--- src/rtl/mips_defs.sv ---
// Shared definitions for the multicycle MIPS-subset CPU: opcodes, function
// codes, ALU operation codes, control-state encodings and datapath select codes.
package mips_defs;

    localparam int PC_INC = 4;

    localparam logic [5:0] OP_RTYPE = 6'b000000;
    localparam logic [5:0] OP_ADDI  = 6'b001000;
    localparam logic [5:0] OP_ANDI  = 6'b001100;
    localparam logic [5:0] OP_ORI   = 6'b001101;
    localparam logic [5:0] OP_XORI  = 6'b001110;
    localparam logic [5:0] OP_LUI   = 6'b001111;
    localparam logic [5:0] OP_LW    = 6'b100011;
    localparam logic [5:0] OP_SW    = 6'b101011;
    localparam logic [5:0] OP_BEQ   = 6'b000100;
    localparam logic [5:0] OP_BNE   = 6'b000101;
    localparam logic [5:0] OP_J     = 6'b000010;
    localparam logic [5:0] OP_JAL   = 6'b000011;

    localparam logic [5:0] F_ADD = 6'b100000;
    localparam logic [5:0] F_SUB = 6'b100010;
    localparam logic [5:0] F_AND = 6'b100100;
    localparam logic [5:0] F_OR  = 6'b100101;
    localparam logic [5:0] F_XOR = 6'b100110;
    localparam logic [5:0] F_SLL = 6'b000000;
    localparam logic [5:0] F_SRL = 6'b000010;
    localparam logic [5:0] F_SRA = 6'b000011;
    localparam logic [5:0] F_JR  = 6'b001000;
    localparam logic [5:0] F_HAM = 6'b111111;

    localparam logic [3:0] ALUC_ADD = 4'b0000;
    localparam logic [3:0] ALUC_AND = 4'b0001;
    localparam logic [3:0] ALUC_XOR = 4'b0010;
    localparam logic [3:0] ALUC_SLL = 4'b0011;
    localparam logic [3:0] ALUC_SUB = 4'b0100;
    localparam logic [3:0] ALUC_OR  = 4'b0101;
    localparam logic [3:0] ALUC_LUI = 4'b0110;
    localparam logic [3:0] ALUC_SRL = 4'b0111;
    localparam logic [3:0] ALUC_HAM = 4'b1011;
    localparam logic [3:0] ALUC_SRA = 4'b1111;

    typedef enum logic [2:0] {
        S_IF  = 3'd0,
        S_ID  = 3'd1,
        S_EXE = 3'd2,
        S_MEM = 3'd3,
        S_WB  = 3'd4
    } state_t;

    localparam logic [1:0] SRCB_REGB   = 2'b00;
    localparam logic [1:0] SRCB_PCINC  = 2'b01;
    localparam logic [1:0] SRCB_EXT    = 2'b10;
    localparam logic [1:0] SRCB_BRANCH = 2'b11;

    localparam logic [1:0] PCSRC_ALU    = 2'b00;
    localparam logic [1:0] PCSRC_ALUOUT = 2'b01;
    localparam logic [1:0] PCSRC_REGA   = 2'b10;
    localparam logic [1:0] PCSRC_JUMP   = 2'b11;

endpackage

--- src/rtl/mc_decode.sv ---
// Combinational instruction classifier: op/func to one-hot instruction class,
// the ALU code used in EXE, and the shift/sign-extension qualifiers.
module mc_decode
    import mips_defs::*;
(
    input  logic [5:0] op,
    input  logic [5:0] func,
    output logic       rtype,
    output logic       itype_alu,
    output logic       load,
    output logic       store,
    output logic       branch,
    output logic       jump,
    output logic       illegal,
    output logic       shift_op,
    output logic       sext_imm,
    output logic [3:0] exe_aluc
);

    always_comb begin
        rtype     = 1'b0;
        itype_alu = 1'b0;
        load      = 1'b0;
        store     = 1'b0;
        branch    = 1'b0;
        jump      = 1'b0;
        illegal   = 1'b0;
        shift_op  = 1'b0;
        sext_imm  = 1'b0;
        exe_aluc  = ALUC_ADD;
        case (op)
            OP_RTYPE: begin
                rtype = 1'b1;
                case (func)
                    F_ADD: exe_aluc = ALUC_ADD;
                    F_SUB: exe_aluc = ALUC_SUB;
                    F_AND: exe_aluc = ALUC_AND;
                    F_OR:  exe_aluc = ALUC_OR;
                    F_XOR: exe_aluc = ALUC_XOR;
                    F_HAM: exe_aluc = ALUC_HAM;
                    F_SLL: begin exe_aluc = ALUC_SLL; shift_op = 1'b1; end
                    F_SRL: begin exe_aluc = ALUC_SRL; shift_op = 1'b1; end
                    F_SRA: begin exe_aluc = ALUC_SRA; shift_op = 1'b1; end
                    // jr shares the R-type opcode but completes in ID like a jump
                    F_JR:  begin rtype = 1'b0; jump = 1'b1; end
                    default: begin rtype = 1'b0; illegal = 1'b1; end
                endcase
            end
            OP_ADDI: begin itype_alu = 1'b1; sext_imm = 1'b1; exe_aluc = ALUC_ADD; end
            OP_ANDI: begin itype_alu = 1'b1; exe_aluc = ALUC_AND; end
            OP_ORI:  begin itype_alu = 1'b1; exe_aluc = ALUC_OR;  end
            OP_XORI: begin itype_alu = 1'b1; exe_aluc = ALUC_XOR; end
            OP_LUI:  begin itype_alu = 1'b1; exe_aluc = ALUC_LUI; end
            OP_LW:   begin load  = 1'b1; sext_imm = 1'b1; end
            OP_SW:   begin store = 1'b1; sext_imm = 1'b1; end
            OP_BEQ, OP_BNE: begin branch = 1'b1; exe_aluc = ALUC_SUB; end
            OP_J, OP_JAL:   jump = 1'b1;
            default: illegal = 1'b1;
        endcase
    end

endmodule

--- src/rtl/mc_control.sv ---
// Multicycle control unit: sequences IF/ID/EXE/MEM/WB and drives the ALU code,
// datapath selects and write enables, all combinational from state, op, func, z.
module mc_control
    import mips_defs::*;
(
    input  logic       clock,
    input  logic       reset,
    input  logic [5:0] op,
    input  logic [5:0] func,
    input  logic       z,
    output logic       wpc,
    output logic       wir,
    output logic       wmem,
    output logic       wreg,
    output logic       iord,
    output logic [3:0] aluc,
    output logic       alusrca,
    output logic       shift,
    output logic [1:0] alusrcb,
    output logic       sext,
    output logic [1:0] pcsrc,
    output logic       regrt,
    output logic       m2reg,
    output logic       jal,
    output logic       illegal,
    output logic [2:0] state
);

    state_t state_reg, state_next;
    logic rtype, itype_alu, load, store, branch, jump, dec_illegal, shift_op, sext_imm;
    logic [3:0] exe_aluc;
    logic wpc_dec, wir_dec, wmem_dec, wreg_dec, illegal_dec;

    mc_decode u_decode (
        .op        (op),
        .func      (func),
        .rtype     (rtype),
        .itype_alu (itype_alu),
        .load      (load),
        .store     (store),
        .branch    (branch),
        .jump      (jump),
        .illegal   (dec_illegal),
        .shift_op  (shift_op),
        .sext_imm  (sext_imm),
        .exe_aluc  (exe_aluc)
    );

    always_ff @(posedge clock or posedge reset) begin
        if (reset) state_reg <= S_IF;
        else       state_reg <= state_next;
    end

    always_comb begin
        state_next = S_IF;
        case (state_reg)
            S_IF:  state_next = S_ID;
            S_ID:  state_next = (jump || dec_illegal) ? S_IF : S_EXE;
            S_EXE: state_next = branch ? S_IF : ((load || store) ? S_MEM : S_WB);
            S_MEM: state_next = store ? S_IF : S_WB;
            default: state_next = S_IF;
        endcase
    end

    always_comb begin
        wpc_dec     = 1'b0;
        wir_dec     = 1'b0;
        wmem_dec    = 1'b0;
        wreg_dec    = 1'b0;
        illegal_dec = 1'b0;
        iord        = 1'b0;
        aluc        = ALUC_ADD;
        alusrca     = 1'b0;
        shift       = 1'b0;
        alusrcb     = SRCB_REGB;
        sext        = 1'b0;
        pcsrc       = PCSRC_ALU;
        regrt       = 1'b0;
        m2reg       = 1'b0;
        jal         = 1'b0;
        case (state_reg)
            S_IF: begin
                wir_dec = 1'b1;
                wpc_dec = 1'b1;
                alusrcb = SRCB_PCINC;
            end
            S_ID: begin
                // Branch target is computed here regardless of instruction class
                alusrcb = SRCB_BRANCH;
                sext    = 1'b1;
                if (dec_illegal) begin
                    illegal_dec = 1'b1;
                end else if (jump) begin
                    wpc_dec = 1'b1;
                    pcsrc   = (op == OP_RTYPE) ? PCSRC_REGA : PCSRC_JUMP;
                    if (op == OP_JAL) begin
                        jal      = 1'b1;
                        wreg_dec = 1'b1;
                    end
                end
            end
            S_EXE: begin
                aluc = exe_aluc;
                if (branch) begin
                    alusrca = 1'b1;
                    pcsrc   = PCSRC_ALUOUT;
                    wpc_dec = (op == OP_BEQ) ? z : ~z;
                end else if (rtype) begin
                    alusrca = 1'b1;
                    shift   = shift_op;
                end else if (itype_alu || load || store) begin
                    alusrcb = SRCB_EXT;
                    sext    = sext_imm;
                end
            end
            S_MEM: begin
                iord     = 1'b1;
                wmem_dec = store;
            end
            S_WB: begin
                wreg_dec = 1'b1;
                regrt    = itype_alu || load;
                m2reg    = load;
            end
            default: ;
        endcase
    end

    // Reset suppresses every write combinationally so an aborted instruction commits nothing
    assign wpc     = wpc_dec & ~reset;
    assign wir     = wir_dec & ~reset;
    assign wmem    = wmem_dec & ~reset;
    assign wreg    = wreg_dec & ~reset;
    assign illegal = illegal_dec & ~reset;
    assign state   = state_reg;

endmodule

--- config.mk ---
export PLATFORM = sky130hd
export DESIGN_NAME = mc_control
export DESIGN_NICKNAME = d
export VERILOG_FILES = /design/src/rtl/mips_defs.sv /design/src/rtl/mc_decode.sv /design/src/rtl/mc_control.sv
export SDC_FILE = /design/constraint.sdc
export NUM_CORES = 1
export LEC_CHECK = 0
export ABC_AREA = 1
export CORE_MARGIN = 1.5
export CORE_UTILIZATION = 41
export CTS_CLUSTER_DIAMETER = 40
export CTS_CLUSTER_SIZE = 16
export DETAILED_ROUTE_END_ITERATION = 10
export PLACE_DENSITY_LB_ADDON = 0.3
export SKIP_LAST_GASP = 1
export SLEW_MARGIN = 20
export SYNTH_ARGS = -nofsm -noshare
export SYNTH_HDL_FRONTEND = slang
export SYNTH_HIERARCHICAL = 1
export SYNTH_SLANG_ARGS = --single-unit
--- constraint.sdc ---
create_clock -name clock -period 2.65 [get_ports clock]
set_input_delay 0.6625 -clock clock [delete_from_list [all_inputs] [get_ports clock]]
set_output_delay 0.6625 -clock clock [all_outputs]
set_load 0.05 [all_outputs]
==> results of run 1 <==
[metrics by stage]
stage / TNS, ns / setup WS, ns
3_5_place_dp: -6.81 / -0.594
3_3_place_gp: -4.87 / -0.430
2_1_floorplan: -0.416 / -0.186
[cells in the mapped netlist (2+ instances only)]
| master | n |
|---|---|
| dfrtp_1 | 3 |
| inv_1 | 32 |
| inv_2 | 3 |
| nand2_1 | 34 |
| nand2_2 | 3 |
| nand3_1 | 9 |
| nand3_2 | 3 |
| nand4_1 | 5 |
| nor2_1 | 35 |
| nor2_2 | 7 |
| nor2_4 | 4 |
| nor3_1 | 4 |
| o21ai_0 | 3 |
| o21ai_1 | 2 |
[cells by family after synthesis]
logic type      after synthesis  share of synthesized area [%]
buf+inv                      35                           15.8
simple gates                106                           61.7
flops                         3                           9.05
compound gates               15                           13.4
==> results.py, run 1 <==
metrics = {
    "cts": {
        "cts_sinks": 3,
        "cts.path.max_buffers": 2,
        "numCtsBuffers": 3,
        "clockRootBuffer": "clkbuf_4",
        "cts_hold_buf": 0,
        "cts_resized": 107,
        "post_cts_buffers": 17,
        "h-tree-depth": 1,
    },
    "synth": {
        "synth-seq-cells": 3,
        "ys_types": 26,
        "synth_cells": 159,
        "ys_seq_area_share_pct": 9.05,
        "syn_area_per_cell_um2": 5.22,
        "ys.flop_type": "dfrtp_1",
        "syn_nets": 174,
        "syn_area_um2": 830,
        "async_reset_ff_share_pct": 100,
        "synth_top_area_share_pct": 15.8,
        "yosysWarnings": 6,
        "synth_edf_count": 0,
        "synth_top_area_cell": "nor2_1",
        "netlist_top_cells_area": "nor2_1 16%, nand2_1 15%, inv_1 14%",
    },
    "status": {
        "haltStage": "clock tree synthesis",
        "outcome": "aborted with a tool error",
        "error": "[ERROR DPL-0038] Utilization greater than 100%, impossible to legalize",
    },
    "place": {
        "place_area_mm2": 0.00172,
        "place_inst": 255,
        "gp_congestion": 0.825,
        "hpwl_mm": 3.20,
        "io_buffers": 37,
    },
    "floorplan": {
        "num_rows": 16,
        "die_h_um": 48.0,
        "initial_core_util_pct": 42.7,
        "io_pins": 38,
        "die_w_um": 48.0,
    },
}
==> run 2: changes to the inputs <==
--- a/config.mk
+++ b/config.mk
@@ -6,12 +6,10 @@
 export NUM_CORES = 1
 export LEC_CHECK = 0
 export ABC_AREA = 1
-export CORE_MARGIN = 1.5
-export CORE_UTILIZATION = 41
-export CTS_CLUSTER_DIAMETER = 40
-export CTS_CLUSTER_SIZE = 16
+export CORE_AREA = 2 2 63 65
 export DETAILED_ROUTE_END_ITERATION = 10
-export PLACE_DENSITY_LB_ADDON = 0.3
+export DIE_AREA = 0 0 65 67
+export PLACE_DENSITY_LB_ADDON = 0.15
 export SKIP_LAST_GASP = 1
 export SLEW_MARGIN = 20
 export SYNTH_ARGS = -nofsm -noshare
==> run 2 against run 1 <==
The run now ends clean; synthesized area unchanged; synthesized cell count unchanged.
==> results.py, run 2 <==
metrics = {
    "grt": {
        "grt_max_degree": 11,
        "grt_pass1_wl_mm": 5.20,
        "grt_overflow": 0,
        "antenna_found_initial": 0,
        "first_global_vias": 1285,
        "grtUsageTotal_pct": 14.7,
    },
    "routing": {
        "vias": 1283,
        "dr.first_iter.drc_count": 54,
        "first_pass_iters": 4,
        "viasPerCell": 4.29,
        "totalWireLength_mm": 3.25,
        "wl_per_cell_um": 10.9,
        "drcViolationCount": 0,
        "antenna_left": 0,
    },
    "pwr": {
        "cellPowerDensity_mw_per_mm2": 413,
        "p_leak_nw": 0.947,
        "seq_power_share_pct": 9.3,
        "power_uw": 869,
        "peakVddDrop_uv": 186,
        "p_sw_uw": 436,
        "p_int_uw": 432,
        "p_sw_share_pct": 50.2,
        "p_clk_share_pct": 15.3,
        "combPwrFrac_pct": 75.3,
    },
    "layout": {
        "drive_above_1_share_pct": 62.2,
        "fin_cells": 299,
        "final_common_cell": "buf_4",
        "fin_nets": 267,
        "final_cell_mix": "52 x buf_4, 21 x inv_1, 21 x nor2_1",
        "largest_reg_flops": 3,
        "area_growth_pct": 153,
        "insertedDiodeCount": 0,
    },
    "synth": {
        "netlist_top_cells_area": "nor2_1 16%, nand2_1 15%, inv_1 14%",
        "ys.flop_type": "dfrtp_1",
        "syn_area_per_cell_um2": 5.22,
        "synth_top_area_cell": "nor2_1",
        "syn_nets": 174,
        "synth_top_area_share_pct": 15.8,
        "yosysMostFrequentCell": "nor2_1",
        "ys_seq_area_share_pct": 9.05,
        "syn_area_um2": 830,
        "synth_cells": 159,
        "yosysWarnings": 6,
        "ys_types": 26,
        "synth-seq-cells": 3,
        "synth_edf_count": 0,
        "async_reset_ff_share_pct": 100,
        "synth_common_cells": "35 x nor2_1, 34 x nand2_1, 32 x inv_1",
    },
    "worst_setup_path": {
        "end_kind": "output port",
        "crit_top_cell": "nand2_2",
        "path_class": "in -> out",
        "timing.rr.start": "state[0]$_DFF_PP0_",
        "ff2ff_path_depth": 5,
        "cp-startpoint": "op[5]",
        "cpPeakStageDelay_ns": 0.17,
        "startpoint_type": "input port",
        "cp_max_fo": 3,
        "crit_arrival_ns": 1.98,
        "required_ns": 1.99,
        "slowest_stage": "a22o_1",
        "crit_path_cell_trace": "buf_8, nor2_4, buf_6, nand3_2, inv_2, a22o_1, nand2_2, nor2_4, inv_2, nand2_2, nand2_2, nand2_4, buf_12",
    },
    "cts": {
        "cts.path.max_buffers": 2,
        "cts_tree": "yes",
        "clk_latency_ns": 0.21,
        "cts_hold_buf": 0,
        "h-tree-depth": 1,
        "path_clk_slew_ns": 0.03,
        "numCtsBuffers": 3,
        "cts_sinks": 3,
        "clockRootBuffer": "clkbuf_8",
    },
    "place": {
        "hpwl_mm": 2.53,
        "place_inst": 279,
        "io_buffers": 37,
        "gp_congestion": 0.792,
    },
    "floorplan": {
        "die_w_um": 65,
        "dieArea_mm2": 0.00436,
        "num_rows": 22,
        "fp.coreArea_mm2": 0.00361,
        "initial_core_util_pct": 23.0,
        "die_h_um": 67,
        "io_pins": 38,
    },
    "timing": {
        "timing.hold.ws_ns": 0.704,
        "finClkSkew_ns": 0.00102,
        "fmax_mhz": 378,
        "final.period_utilization_pct": 99.8,
        "finalMaxSlewViolations": 0,
        "slew_headroom_pct": 66.8,
        "finalHoldViolations": 0,
        "rsz0062_at_grt": "yes",
        "setup_viol": 0,
        "tightest_slew_ns": 0.496,
        "final.min_clock_period_ns": 2.64,
    },
    "min_path": {
        "hold_depth": 2,
        "min_path_type": "reg -> reg",
        "hp-start": "state[0]$_DFF_PP0_",
    },
    "status": {
        "outcome": "finished clean",
    },
    "flow_run": {
        "maxCapViolations": 0,
    },
}
## run 2: cell counts after synthesis
No cell type changed its count.
## run 2: path summary, 6_finish.rpt
path | to | slack, ns
worst max-delay path | wpc | 0.006
worst min register to register | state[1]$_DFF_PP0_ | 0.70
worst min-delay path | state[1]$_DFF_PP0_ | 0.70
max in group asynchronous | state[1]$_DFF_PP0_ | 1.58
min in group asynchronous | state[0]$_DFF_PP0_ | 0.90
worst max register to register | state[1]$_DFF_PP0_ | 1.31
## run 2: stage by stage
| stage | instance area [µm²] | util [%] | TNS, ns | setup slack, ns |
|---|---|---|---|---|
| finish | 2100 | 58.3 | 0 | 0.00647 |
| global route | 2100 | 58.3 | -0.290 | -0.0989 |
| CTS | 1920 | 53.2 | -0.0507 | -0.0269 |
| detailed placement | 1770 | 49.0 | -6.02 | -0.486 |
| global placement | 1770 | 49.0 | -5.44 | -0.458 |
| floorplan | 892 | - | -0.416 | -0.186 |
## run 2: power groups by stage
stage	combinational (mW)	sequential (mW)	clock (mW)
floorplan	0.286	0.125	0
global placement	0.614	0.0803	0
detailed placement	0.617	0.0821	0
CTS	0.635	0.0816	0.135
global route	0.689	0.0836	0.141
finish	0.654	0.0812	0.133
## run 2: metal layers
layer	track usage, %	wire length, µm
met5	0	0
met4	1.60	0
met3	2.36	185
met2	30.3	1860
met1	15.8	1210
## run 2: logic make-up (layout without fill, tap and decap cells)
kind of cell | after synthesis | after routing | synth area share, %
flops | 3 | 3 | 9.05
simple gates | 106 | 106 | 61.7
buf+inv | 35 | 127 | 15.8
compound gates | 15 | 15 | 13.4
## run 2: area by class of cell
type / instances / area [µm²]
Inverter: 35 / 143
Multi-Input combinational cell: 121 / 852
Fill cell: 344 / 1500
Timing Repair Buffer: 88 / 927
Sequential cell: 3 / 75.1
Clock buffer: 4 / 45.0
Tap cell: 48 / 60.1
## run 2: repair_timing
action                     CTS  global route
setup endpoints to repair   17            12
pin swaps                   24            31
gates cloned                 0             0
setup buffers               10             6
gates resized for setup     80            44
## run 2: critical path: cells and delay by family
kind                   cells  cell delay [ns]
AND/OR/NAND/NOR            7             0.64
AO/OA/AOI/OAI              1             0.17
buffers and inverters      5             0.50
Note: power is estimated with default switching activity, not from simulation.
==> variant, RTL diff (config.mk and constraints of run 2) <==
Make the reset (`reset`) synchronous in one clocked block.
--- a/src/rtl/mc_control.sv
+++ b/src/rtl/mc_control.sv
@@ -46,7 +46,7 @@
         .exe_aluc  (exe_aluc)
     );
 
-    always_ff @(posedge clock or posedge reset) begin
+    always_ff @(posedge clock) begin
         if (reset) state_reg <= S_IF;
         else       state_reg <= state_next;
     end
Function: differs if reset is asserted again (counterexample within 4 cycles, from zero or initial values and one cycle with reset high); with reset held inactive, the same outputs for 10 cycles.
==> variant against run 2 <==
The run now ends with setup timing left; synthesized area up 2.4%; via count up 2.2%; wire length is 3.1% lower; setup slack got worse by 0.046 ns; sequential cell count unchanged; design area shrank 0.66%; worst hold slack lost 0.0071 ns; critical path type unchanged; largest cell class unchanged.
Power is not compared: it rests on default switching activity, and its combinational part moved more than twofold at a synthesized area within 25%.
==> variant: results <==
{
  "status": "finished, violations left",
  "violations": "setup timing",
  "drt_wl_total_mm": 3.15,
  "worst_slew_pin_slew_ns": 0.512,
  "min_from": "state[2]",
  "multi_input_cells": 125,
  "drtIter0Drc": 51,
  "seqCellArea_sq_um": 60.1,
  "async_reset_ff_share_pct": 0,
  "synth-compound-area-share_pct": 12.5,
  "synth.net_count": 180,
  "regToRegSetupSlack_ns": 1.58,
  "synth_area_leaders": "nor2_1, nand2_1, inv_1",
  "first_pass_iters": 4,
  "antenna_found_initial": 0,
  "worstSetupEndpoint": "jal",
  "final-nonclk-buf-share_pct": 44.2,
  "arrival_ns": 2.03,
  "setup_ws_ns": -0.0397,
  "nNonClkInverters": 36,
  "tns_ns": -0.0886,
  "grtUsageTotal_pct": 15.6,
  "gp_congestion": 0.833,
  "post_route_cells_drive_above_1_share_pct": 59.8,
  "ys.flop_type": "dfxtp_1",
  "path_max_fanout": 5,
  "area.growth.synth_to_final_pct": 146,
  "grt_max_degree": 10,
  "hold_viol": 0,
  "setup_viol": 3,
  "clkLatencyLatePin_ns": 0.23,
  "r2r-end": "state[2]",
  "nFillCells": 334,
  "multi_input_area_share_pct": 40.9,
  "num-nonclk-buffers": 86,
  "worst_path_max_delay_cell": "nor2_4",
  "synth_adder_area_share_pct": 0,
  "skew_ns": 0.00671,
  "clock_area_share_pct": 2.16,
  "synth_cell_types": 23,
  "nets": 270,
  "r2r-start": "state[2]",
  "dp_cells": 282,
  "avgSynthCellArea_sq_um": 5.15,
  "viasPerCell": 4.34,
  "seq-cell-share_pct": 2.88,
  "synth_seq_area_share_pct": 7.07,
  "hpwl_mm": 2.42,
  "placed_area_sq_mm": 0.00177,
  "wl_per_cell_um": 10.4,
  "post-place-ws_ns": -0.505,
  "grt_pass1_wl_mm": 5.36,
  "synthTopCellsByCount": "nor2_1, nand2_1, inv_1"
}
==> variant: worst max-delay path, delay by kind of cell <==
kind	cells	cell delay, ns
simple gates	9	0.87
buf+inv	5	0.49
==> variant: timing repair <==
| item | in CTS | in global routing |
|---|---|---|
| setup buffers | 15 | 2 |
| setup endpoints to repair | 17 | 13 |
| pin swaps | 24 | 17 |
| gates resized for setup | 82 | 35 |
| cloned | 0 | 0 |
==> variant: routing by layer <==
layer	track usage, %	vias up	share of wire [%]
li1	-	694	-
met1	19.2	583	45
met2	27.4	29	50
met3	2.87	5	4.2
met4	4.79	0	1.1
met5	0	-	0
==> variant: how the worst min path moves through the flow <==
stage	to	slack (ns)	depth (start not counted)
floorplan	state[1]	0.91	4
global placement	state[2]	0.69	3
detailed placement	state[2]	0.68	3
CTS	state[2]	0.69	3
global route	state[2]	0.73	4
finish	state[2]	0.70	3
